File: src/rtl/trace_trig_sequencer.sv
// -----------------------------------------------------------------------------
// trace_trig_sequencer
//
// Multi-step trigger sequencer. It watches the per-rule match vector from
// trace_trigger, walks a programmable list of (rule mask, occurrence count)
// steps, and after the final step fires a delayed trigger pulse of
// programmable width. The configuration is copied into shadow registers on
// every arm and auto re-arm, so live register writes never disturb a sequence
// that is already running.
//
// Ports
//   TRACECLK, resetn      clock, synchronous active-low reset
//   I_arm / I_disarm      single-cycle control strobes
//   I_rearm               level: re-arm automatically after each pulse
//   I_synchronized        trace stream lock indication
//   I_matching_pattern    per-rule match levels (edges are counted)
//   I_num_steps, I_step_masks, I_step_counts, I_delay, I_pulse_width
//                         sequence configuration (shadowed on arm)
//   O_trig_out            registered trigger pulse
//   O_armed, O_state      state visibility (IDLE=0 WAIT_SYNC=1 MATCH=2
//                         DELAY=3 PULSE=4 DONE=5)
//   O_step                current step index
//   O_trig_count          saturating count of pulses fired since reset
//   O_desync_err          sticky: lock lost while matching
//
// Optional build macro TRACE_TRIG_TIMEOUT_EN adds I_timeout / O_timeout: the
// MATCH state aborts to IDLE when no step advance happens for I_timeout
// cycles (0 disables).
//
// Control strobes: I_arm and I_disarm carry no handshake; each is acted on in
// the cycle it is high. I_disarm always wins, and I_arm is only honoured in
// IDLE or DONE.
// -----------------------------------------------------------------------------
module trace_trig_sequencer #(
  parameter int pMATCH_RULES = 8,
  parameter int pSTEPS       = 4,
  parameter int pCOUNT_WIDTH = 16,
  parameter int pDELAY_WIDTH = 20,
  parameter int pWIDTH_WIDTH = 16
) (
  input  logic                           TRACECLK,
  input  logic                           resetn,
  input  logic                           I_arm,
  input  logic                           I_disarm,
  input  logic                           I_rearm,
  input  logic                           I_synchronized,
  input  logic [pMATCH_RULES-1:0]        I_matching_pattern,
  input  logic [2:0]                     I_num_steps,
  input  logic [pSTEPS*pMATCH_RULES-1:0] I_step_masks,
  input  logic [pSTEPS*pCOUNT_WIDTH-1:0] I_step_counts,
  input  logic [pDELAY_WIDTH-1:0]        I_delay,
  input  logic [pWIDTH_WIDTH-1:0]        I_pulse_width,
`ifdef TRACE_TRIG_TIMEOUT_EN
  input  logic [31:0]                    I_timeout,
  output logic                           O_timeout,
`endif
  output logic                           O_trig_out,
  output logic                           O_armed,
  output logic [2:0]                     O_state,
  output logic [2:0]                     O_step,
  output logic [pCOUNT_WIDTH-1:0]        O_trig_count,
  output logic                           O_desync_err
);

  localparam logic [2:0] S_IDLE      = 3'd0;
  localparam logic [2:0] S_WAIT_SYNC = 3'd1;
  localparam logic [2:0] S_MATCH     = 3'd2;
  localparam logic [2:0] S_DELAY     = 3'd3;
  localparam logic [2:0] S_PULSE     = 3'd4;
  localparam logic [2:0] S_DONE      = 3'd5;
  localparam logic [2:0] STEPS3      = 3'(pSTEPS);

  logic [2:0]                     state_q, state_d;
  logic [2:0]                     step_q, step_d;
  logic [pCOUNT_WIDTH-1:0]        evcnt_q, evcnt_d;
  logic [pDELAY_WIDTH-1:0]        delay_cnt_q, delay_cnt_d;
  logic [pWIDTH_WIDTH-1:0]        width_cnt_q, width_cnt_d;
  logic                           trig_out_q, trig_out_d;
  logic [pCOUNT_WIDTH-1:0]        trig_count_q, trig_count_d;
  logic                           desync_err_q, desync_err_d;
  logic [pMATCH_RULES-1:0]        prev_match_q, prev_match_d;
  logic [2:0]                     sh_num_steps_q, sh_num_steps_d;
  logic [pSTEPS*pMATCH_RULES-1:0] sh_masks_q, sh_masks_d;
  logic [pSTEPS*pCOUNT_WIDTH-1:0] sh_counts_q, sh_counts_d;
  logic [pDELAY_WIDTH-1:0]        sh_delay_q, sh_delay_d;
  logic [pWIDTH_WIDTH-1:0]        sh_width_q, sh_width_d;
`ifdef TRACE_TRIG_TIMEOUT_EN
  logic [31:0]                    idle_cnt_q, idle_cnt_d;
  logic                           timeout_q, timeout_d;
  logic [32:0]                    idle_next;
  logic                           timeout_hit;
`endif

  logic [pMATCH_RULES-1:0] cur_mask;
  logic [pCOUNT_WIDTH-1:0] cur_count, count_eff;
  logic [pWIDTH_WIDTH-1:0] width_eff;
  logic [2:0]              num_eff;
  logic                    last_step, match_event, count_hit;
  logic [pCOUNT_WIDTH:0]   evcnt_next;
  logic                    go_pulse, load_shadow;

  // Step-indexed view of the shadowed mask/count.
  always_comb begin
    cur_mask  = '0;
    cur_count = '0;
    for (int k = 0; k < pSTEPS; k++) begin
      if (step_q == 3'(k)) begin
        cur_mask  = sh_masks_q[k*pMATCH_RULES +: pMATCH_RULES];
        cur_count = sh_counts_q[k*pCOUNT_WIDTH +: pCOUNT_WIDTH];
      end
    end
  end

  always_comb begin
    if (sh_num_steps_q == 3'd0)       num_eff = 3'd1;
    else if (sh_num_steps_q > STEPS3) num_eff = STEPS3;
    else                              num_eff = sh_num_steps_q;
  end

  assign last_step   = (step_q == num_eff - 3'd1);
  assign count_eff   = (cur_count == '0) ? pCOUNT_WIDTH'(1) : cur_count;
  assign width_eff   = (sh_width_q == '0) ? pWIDTH_WIDTH'(1) : sh_width_q;
  // Only rising edges qualify, so a rule held high counts exactly once.
  assign match_event = |(I_matching_pattern & ~prev_match_q & cur_mask);
  // One extra bit keeps the >= compare from ever seeing a wrapped count.
  assign evcnt_next  = {1'b0, evcnt_q} + {{pCOUNT_WIDTH{1'b0}}, 1'b1};
  assign count_hit   = (evcnt_next >= {1'b0, count_eff});
`ifdef TRACE_TRIG_TIMEOUT_EN
  assign idle_next   = {1'b0, idle_cnt_q} + 33'd1;
  assign timeout_hit = (I_timeout != 32'd0) && (idle_next >= {1'b0, I_timeout});
`endif

  always_comb begin
    state_d      = state_q;
    step_d       = step_q;
    evcnt_d      = evcnt_q;
    delay_cnt_d  = delay_cnt_q;
    width_cnt_d  = width_cnt_q;
    trig_out_d   = trig_out_q;
    trig_count_d = trig_count_q;
    desync_err_d = desync_err_q;
    prev_match_d = I_matching_pattern;
    go_pulse     = 1'b0;
    load_shadow  = 1'b0;
`ifdef TRACE_TRIG_TIMEOUT_EN
    idle_cnt_d   = idle_cnt_q;
    timeout_d    = timeout_q;
`endif
    if (I_disarm) begin
      state_d     = S_IDLE;
      step_d      = '0;
      evcnt_d     = '0;
      delay_cnt_d = '0;
      width_cnt_d = '0;
      trig_out_d  = 1'b0;
`ifdef TRACE_TRIG_TIMEOUT_EN
      idle_cnt_d  = '0;
`endif
    end else begin
      case (state_q)
        S_IDLE, S_DONE: begin
          if (I_arm) begin
            state_d      = S_WAIT_SYNC;
            step_d       = '0;
            evcnt_d      = '0;
            desync_err_d = 1'b0;
            load_shadow  = 1'b1;
`ifdef TRACE_TRIG_TIMEOUT_EN
            timeout_d    = 1'b0;
`endif
          end
        end
        S_WAIT_SYNC: begin
          if (I_synchronized) begin
            state_d = S_MATCH;
`ifdef TRACE_TRIG_TIMEOUT_EN
            idle_cnt_d = '0;
`endif
          end
        end
        S_MATCH: begin
          if (!I_synchronized) begin
            // Lock loss beats any event seen in the same cycle.
            state_d      = S_IDLE;
            desync_err_d = 1'b1;
            step_d       = '0;
            evcnt_d      = '0;
          end else if (match_event && count_hit) begin
            evcnt_d = '0;
            if (last_step) begin
              if (sh_delay_q == '0) begin
                go_pulse = 1'b1;
              end else begin
                state_d     = S_DELAY;
                delay_cnt_d = sh_delay_q - pDELAY_WIDTH'(1);
              end
            end else begin
              step_d = step_q + 3'd1;
`ifdef TRACE_TRIG_TIMEOUT_EN
              idle_cnt_d = '0;
`endif
            end
          end else begin
            if (match_event) evcnt_d = evcnt_next[pCOUNT_WIDTH-1:0];
`ifdef TRACE_TRIG_TIMEOUT_EN
            idle_cnt_d = idle_next[31:0];
            if (timeout_hit) begin
              state_d    = S_IDLE;
              timeout_d  = 1'b1;
              step_d     = '0;
              evcnt_d    = '0;
              idle_cnt_d = '0;
            end
`endif
          end
        end
        S_DELAY: begin
          // Trigger is committed here: lock loss no longer aborts it.
          if (delay_cnt_q == '0) go_pulse = 1'b1;
          else delay_cnt_d = delay_cnt_q - pDELAY_WIDTH'(1);
        end
        S_PULSE: begin
          if (width_cnt_q == '0) begin
            trig_out_d = 1'b0;
            if (I_rearm) begin
              state_d     = I_synchronized ? S_MATCH : S_WAIT_SYNC;
              step_d      = '0;
              evcnt_d     = '0;
              load_shadow = 1'b1;
`ifdef TRACE_TRIG_TIMEOUT_EN
              idle_cnt_d  = '0;
`endif
            end else begin
              state_d = S_DONE;
            end
          end else begin
            width_cnt_d = width_cnt_q - pWIDTH_WIDTH'(1);
          end
        end
        default: state_d = S_IDLE;
      endcase
    end

    if (go_pulse) begin
      state_d     = S_PULSE;
      trig_out_d  = 1'b1;
      width_cnt_d = width_eff - pWIDTH_WIDTH'(1);
      if (trig_count_q != {pCOUNT_WIDTH{1'b1}}) trig_count_d = trig_count_q + pCOUNT_WIDTH'(1);
    end

    sh_num_steps_d = load_shadow ? I_num_steps   : sh_num_steps_q;
    sh_masks_d     = load_shadow ? I_step_masks  : sh_masks_q;
    sh_counts_d    = load_shadow ? I_step_counts : sh_counts_q;
    sh_delay_d     = load_shadow ? I_delay       : sh_delay_q;
    sh_width_d     = load_shadow ? I_pulse_width : sh_width_q;
  end

  always_ff @(posedge TRACECLK) begin
    if (!resetn) begin
      state_q        <= S_IDLE;
      step_q         <= '0;
      evcnt_q        <= '0;
      delay_cnt_q    <= '0;
      width_cnt_q    <= '0;
      trig_out_q     <= 1'b0;
      trig_count_q   <= '0;
      desync_err_q   <= 1'b0;
      prev_match_q   <= '0;
      sh_num_steps_q <= '0;
      sh_masks_q     <= '0;
      sh_counts_q    <= '0;
      sh_delay_q     <= '0;
      sh_width_q     <= '0;
`ifdef TRACE_TRIG_TIMEOUT_EN
      idle_cnt_q     <= '0;
      timeout_q      <= 1'b0;
`endif
    end else begin
      state_q        <= state_d;
      step_q         <= step_d;
      evcnt_q        <= evcnt_d;
      delay_cnt_q    <= delay_cnt_d;
      width_cnt_q    <= width_cnt_d;
      trig_out_q     <= trig_out_d;
      trig_count_q   <= trig_count_d;
      desync_err_q   <= desync_err_d;
      prev_match_q   <= prev_match_d;
      sh_num_steps_q <= sh_num_steps_d;
      sh_masks_q     <= sh_masks_d;
      sh_counts_q    <= sh_counts_d;
      sh_delay_q     <= sh_delay_d;
      sh_width_q     <= sh_width_d;
`ifdef TRACE_TRIG_TIMEOUT_EN
      idle_cnt_q     <= idle_cnt_d;
      timeout_q      <= timeout_d;
`endif
    end
  end

  assign O_trig_out   = trig_out_q;
  assign O_armed      = (state_q == S_WAIT_SYNC) || (state_q == S_MATCH) ||
                        (state_q == S_DELAY) || (state_q == S_PULSE);
  assign O_state      = state_q;
  assign O_step       = step_q;
  assign O_trig_count = trig_count_q;
  assign O_desync_err = desync_err_q;
`ifdef TRACE_TRIG_TIMEOUT_EN
  assign O_timeout    = timeout_q;
`endif

endmodule
File: config.mk
export PLATFORM = sky130hd
export DESIGN_NAME = trace_trig_sequencer
export DESIGN_NICKNAME = d
export VERILOG_FILES = /design/src/rtl/trace_trig_sequencer.sv
export SDC_FILE = /design/constraint.sdc
export NUM_CORES = 1
export LEC_CHECK = 0
export BUFFER_PORTS_ARGS = -buffer_cell sky130_fd_sc_hd__buf_2
export CAP_MARGIN = 20
export CELL_PAD_IN_SITES_DETAIL_PLACEMENT = 0
export CELL_PAD_IN_SITES_GLOBAL_PLACEMENT = 1
export CORE_MARGIN = 3
export CORE_UTILIZATION = 42
export DETAILED_ROUTE_END_ITERATION = 10
export PLACE_DENSITY_LB_ADDON = 0.3
export SYNTH_ARGS = -nofsm -noshare
export SYNTH_HDL_FRONTEND = slang
export SYNTH_SLANG_ARGS = --single-unit
File: constraint.sdc
create_clock -name TRACECLK -period 5.7 [get_ports TRACECLK]
set_clock_uncertainty 0.1 [all_clocks]
set_input_delay 0 -clock TRACECLK [delete_from_list [all_inputs] [get_ports TRACECLK]]
set_output_delay 0 -clock TRACECLK [all_outputs]
set_load 0.05 [all_outputs]
==> results.json <==
{
  "p_leak_nw": 5.84,
  "root_buffer": "clkbuf_16",
  "vias_per_cell": 5.35,
  "grt_pass1_vias": 11100,
  "seq_area_um2": 4380,
  "crit_end": "evcnt_q[2]$_SDFFE_PP0P_",
  "tritoncts": "done",
  "p_comb_share_pct": 14.6,
  "cp_top_family": "compound AO/OA/AOI/OAI gates",
  "setup_viol": 0,
  "ys.flop_type": "dfxtp_1",
  "avgSynthCellArea_um2": 7.43,
  "cp_max_fo": 21,
  "path_depth": 19,
  "swShare_pct": 26.2,
  "fin_setup_tns_ps": 0,
  "clk_pin_slew_worst_paths_ps": 60,
  "rsz0062_at_grt": "false",
  "min_period_ps": 5160,
  "internal_power_mw": 2.81,
  "r2r_cells": 19,
  "yosysSeqAreaShare_pct": 37.7,
  "htree_levels": 1,
  "cts_buffer_depth": 3,
  "power_frac_seq_pct": 42.9,
  "finalHoldViolCount": 0,
  "worstSetupStartpoint": "O_step[0]$_SDFFE_PP0P_",
  "multi_input_area_um2": 6700,
  "status": "completed",
  "synth.distinct_cells": 77,
  "fmax_ghz": 0.194,
  "final.fill_count": 2627,
  "globalplace.congestion": 0.869,
  "ir_worst_vdd_mv": 0.188,
  "yosysWarnings": 0,
  "diodes": 0,
  "clock-sinks": 219,
  "end_kind": "register",
  "rows": 60,
  "coreArea_um2": 27100,
  "holdWs_ps": 155,
  "synth_seq_cells": 219,
  "final_nets": 2019,
  "worstMarginPinSlew_ps": 1050,
  "die_y_um": 172,
  "overflow": 0,
  "synth_area_um2": 11600,
  "drc_errors": 0,
  "rr_startpoint": "O_step[0]$_SDFFE_PP0P_",
  "drv_slew": 0,
  "synthCells": 1567,
  "post_cts_resized": 0,
  "synth_edf_count": 0,
  "crit_chain": "inv_1 -> ha_1 -> nand2_1 -> nor2_1 -> a21oi_1 -> o21ai_0 -> a22oi_1 -> nand3_1 -> nor4_1 -> a221o_1 -> ha_1 -> inv_1 -> o221ai_1 -> a21o_1 -> a211o_1 -> o31ai_1 -> nand2_1 -> nor3_2 -> a22o_1",
  "start_util_pct": 42.9,
  "max_cap_violations": 0,
  "numCtsBuffers": 25,
  "crit_required_ps": 6060,
  "final_common_cell": "nand2_1",
  "grt_max_degree": 108,
  "max_slew_margin_pct": 29.8,
  "pwr-share-clk_pct": 42.5,
  "die_w_um": 172,
  "critical_path_arrival_ps": 5520,
  "firstDrtPassIters": 5,
  "vias": 11900,
  "finalCritPeriodShare_pct": 90.5,
  "critPathMaxStageDelay_ps": 790,
  "synthArstFlopShare_pct": 0,
  "grt.total_usage_pct": 23.4,
  "ant_nets": 0,
  "syn-num-nets": 1743,
  "grt_pass1_wl_um": 57000,
  "antenna_found_initial": 0,
  "startpoint_type": "register",
  "path_class": "register to register",
  "insertion_delay_ps": 520,
  "portBuffers": 173,
  "p_per_area_nw_per_um2": 252,
  "drt_wl_total_um": 36600,
  "r2r_end": "evcnt_q[2]$_SDFFE_PP0P_",
  "p_switching_mw": 0.997,
  "io_pins": 174,
  "drt-initial-drc-count": 844,
  "hp-class": "input pin to register",
  "hpwl_um": 24200,
  "cp_num_buf_inv": 2,
  "critPathSlowestCell": "ha_1",
  "drive_above_1_share_pct": 13.8,
  "final_cell_mix": "378 x nand2_1, 219 x dfxtp_1, 218 x a21oi_1",
  "routedWlPerCell_um": 16.4,
  "dieArea_um2": 29700,
  "syn_to_final_growth_pct": 29.7,
  "ff2ff_setup_slack_ps": 540
}
-- sequential cells by signal (all words and copies together), names as in the netlist --
name	count
O_desync_err	1
O_state	3
O_step	3
O_trig_count	16
O_trig_out	1
delay_cnt_q	20
evcnt_q	16
prev_match_q	8
sh_counts_q	64
sh_delay_q	20
sh_masks_q	32
sh_num_steps_q	3
sh_width_q	16
width_cnt_q	16
-- through the flow --
| step | std cells | instance area, µm² | setup slack (ps) | power, mW | utilization (%) |
|---|---|---|---|---|---|
| after floorplan | 1567 | 11600 | 717 | 1.98 | - |
| after global placement | 2028 | 12700 | 652 | 2.12 | 46.7 |
| after detailed placement | 2028 | 12700 | 470 | 2.13 | 46.7 |
| after CTS | 2228 | 15000 | 443 | 3.84 | 55.5 |
| after global routing | 2231 | 15100 | 76.5 | 3.98 | 55.7 |
| final | 2231 | 15100 | 541 | 3.81 | 55.7 |
-- final cells by class --
type                            instances  area share [%]
Clock inverter                         11           0.945
Multi-Input combinational cell       1222            44.4
Tap cell                              372            3.08
Sequential cell                       219            29.0
Clock buffer                           32            4.45
Inverter                               25           0.638
Timing Repair Buffer                  350            17.5
-- power groups by stage --
| stage | logic [mW] | clock network (mW) | registers [mW] |
|---|---|---|---|
| 3_5_place_dp | 0.465 | 0 | 1.67 |
| 5_1_grt | 0.617 | 1.72 | 1.64 |
| 2_1_floorplan | 0.332 | 0 | 1.65 |
| 3_3_place_gp | 0.457 | 0 | 1.66 |
| 4_1_cts | 0.549 | 1.66 | 1.63 |
| 6_report | 0.556 | 1.62 | 1.63 |
-- metal layers --
layer	wire length, µm	global-route usage [%]	up-vias
met5	0	0	-
met4	729	5.24	0
met3	1550	3.06	47
met2	17700	40.0	233
met1	16600	31.6	5585
li1	-	-	6067
-- tightest hold or removal path: cells and delay by family --
| kind | cells | cell delay, ps |
|---|---|---|
| compound gates | 1 | 50 |
| buf+inv | 2 | 630 |
| simple gates | 1 | 40 |
-- cell families (layout without fill, tap and decap cells) --
group,count (synthesis),in the layout,share of synthesized area (%)
xor gates and xnor gates,40,40,3.01
adders and majority gates,27,27,2.90
and+or+nand+nor,707,707,27.8
DFF,219,219,37.7
muxes,12,12,1.08
AOI/OAI and AO/OA,436,436,22.7
buffers and inverters,126,418,4.85
-- timing repair --
item                      4_1_cts  5_1_grt
setup buffers                   0        0
hold buffers                  157        0
hold endpoints to repair      152        0
-- cells in the mapped netlist, types with 5 or more instances --
master / instances / share of area [%]
nand2_1: 378 / 12
dfxtp_1: 219 / 38
a21oi_1: 218 / 9.4
nor2_1: 109 / 3.5
clkbuf_1: 63 / 2.0
o21ai_0: 59 / 2.5
nor3_1: 40 / 1.7
nand3_1: 33 / 1.4
ha_1: 27 / 2.9
o31ai_1: 26 / 1.7
a211oi_1: 24 / 1.5
inv_1: 24 / 0.77
xnor2_1: 23 / 1.7
a22oi_1: 19 / 1.2
and2_1: 19 / 1.0
nand2b_1: 17 / 0.91
nand4_1: 17 / 0.91
xor2_1: 17 / 1.3
buf_2: 16 / 0.69
or4_1: 16 / 1.0
a22o_1: 12 / 0.90
a31oi_1: 12 / 0.65
nor4_1: 11 / 0.59
or3_1: 11 / 0.59
nor2b_1: 10 / 0.54
buf_1: 9 / 0.29
mux2i_1: 8 / 0.69
buf_4: 7 / 0.45
nor4bb_1: 7 / 0.60
and3_1: 6 / 0.32
buf_6: 6 / 0.58
nor3b_1: 6 / 0.39
or2_2: 6 / 0.32
a2111oi_0: 5 / 0.38
o211ai_1: 5 / 0.32
o22ai_1: 5 / 0.27
o2bb2a_1: 5 / 0.43
-- how the worst min path moves through the flow --
stage,startpoint,endpoint,slack (ps),depth (start not counted)
2_1_floorplan,I_matching_pattern[0],prev_match_q[0]$_SDFF_PN0_,20,1
6_report,I_pulse_width[13],sh_width_q[13]$_SDFFE_PN0P_,160,4
3_5_place_dp,I_matching_pattern[3],prev_match_q[3]$_SDFF_PN0_,120,2
5_1_grt,I_delay[2],sh_delay_q[2]$_SDFFE_PN0P_,170,4
4_1_cts,I_delay[6],sh_delay_q[6]$_SDFFE_PN0P_,140,4
3_3_place_gp,I_matching_pattern[0],prev_match_q[0]$_SDFF_PN0_,120,2
Note: power is estimated with default switching activity, not from simulation.
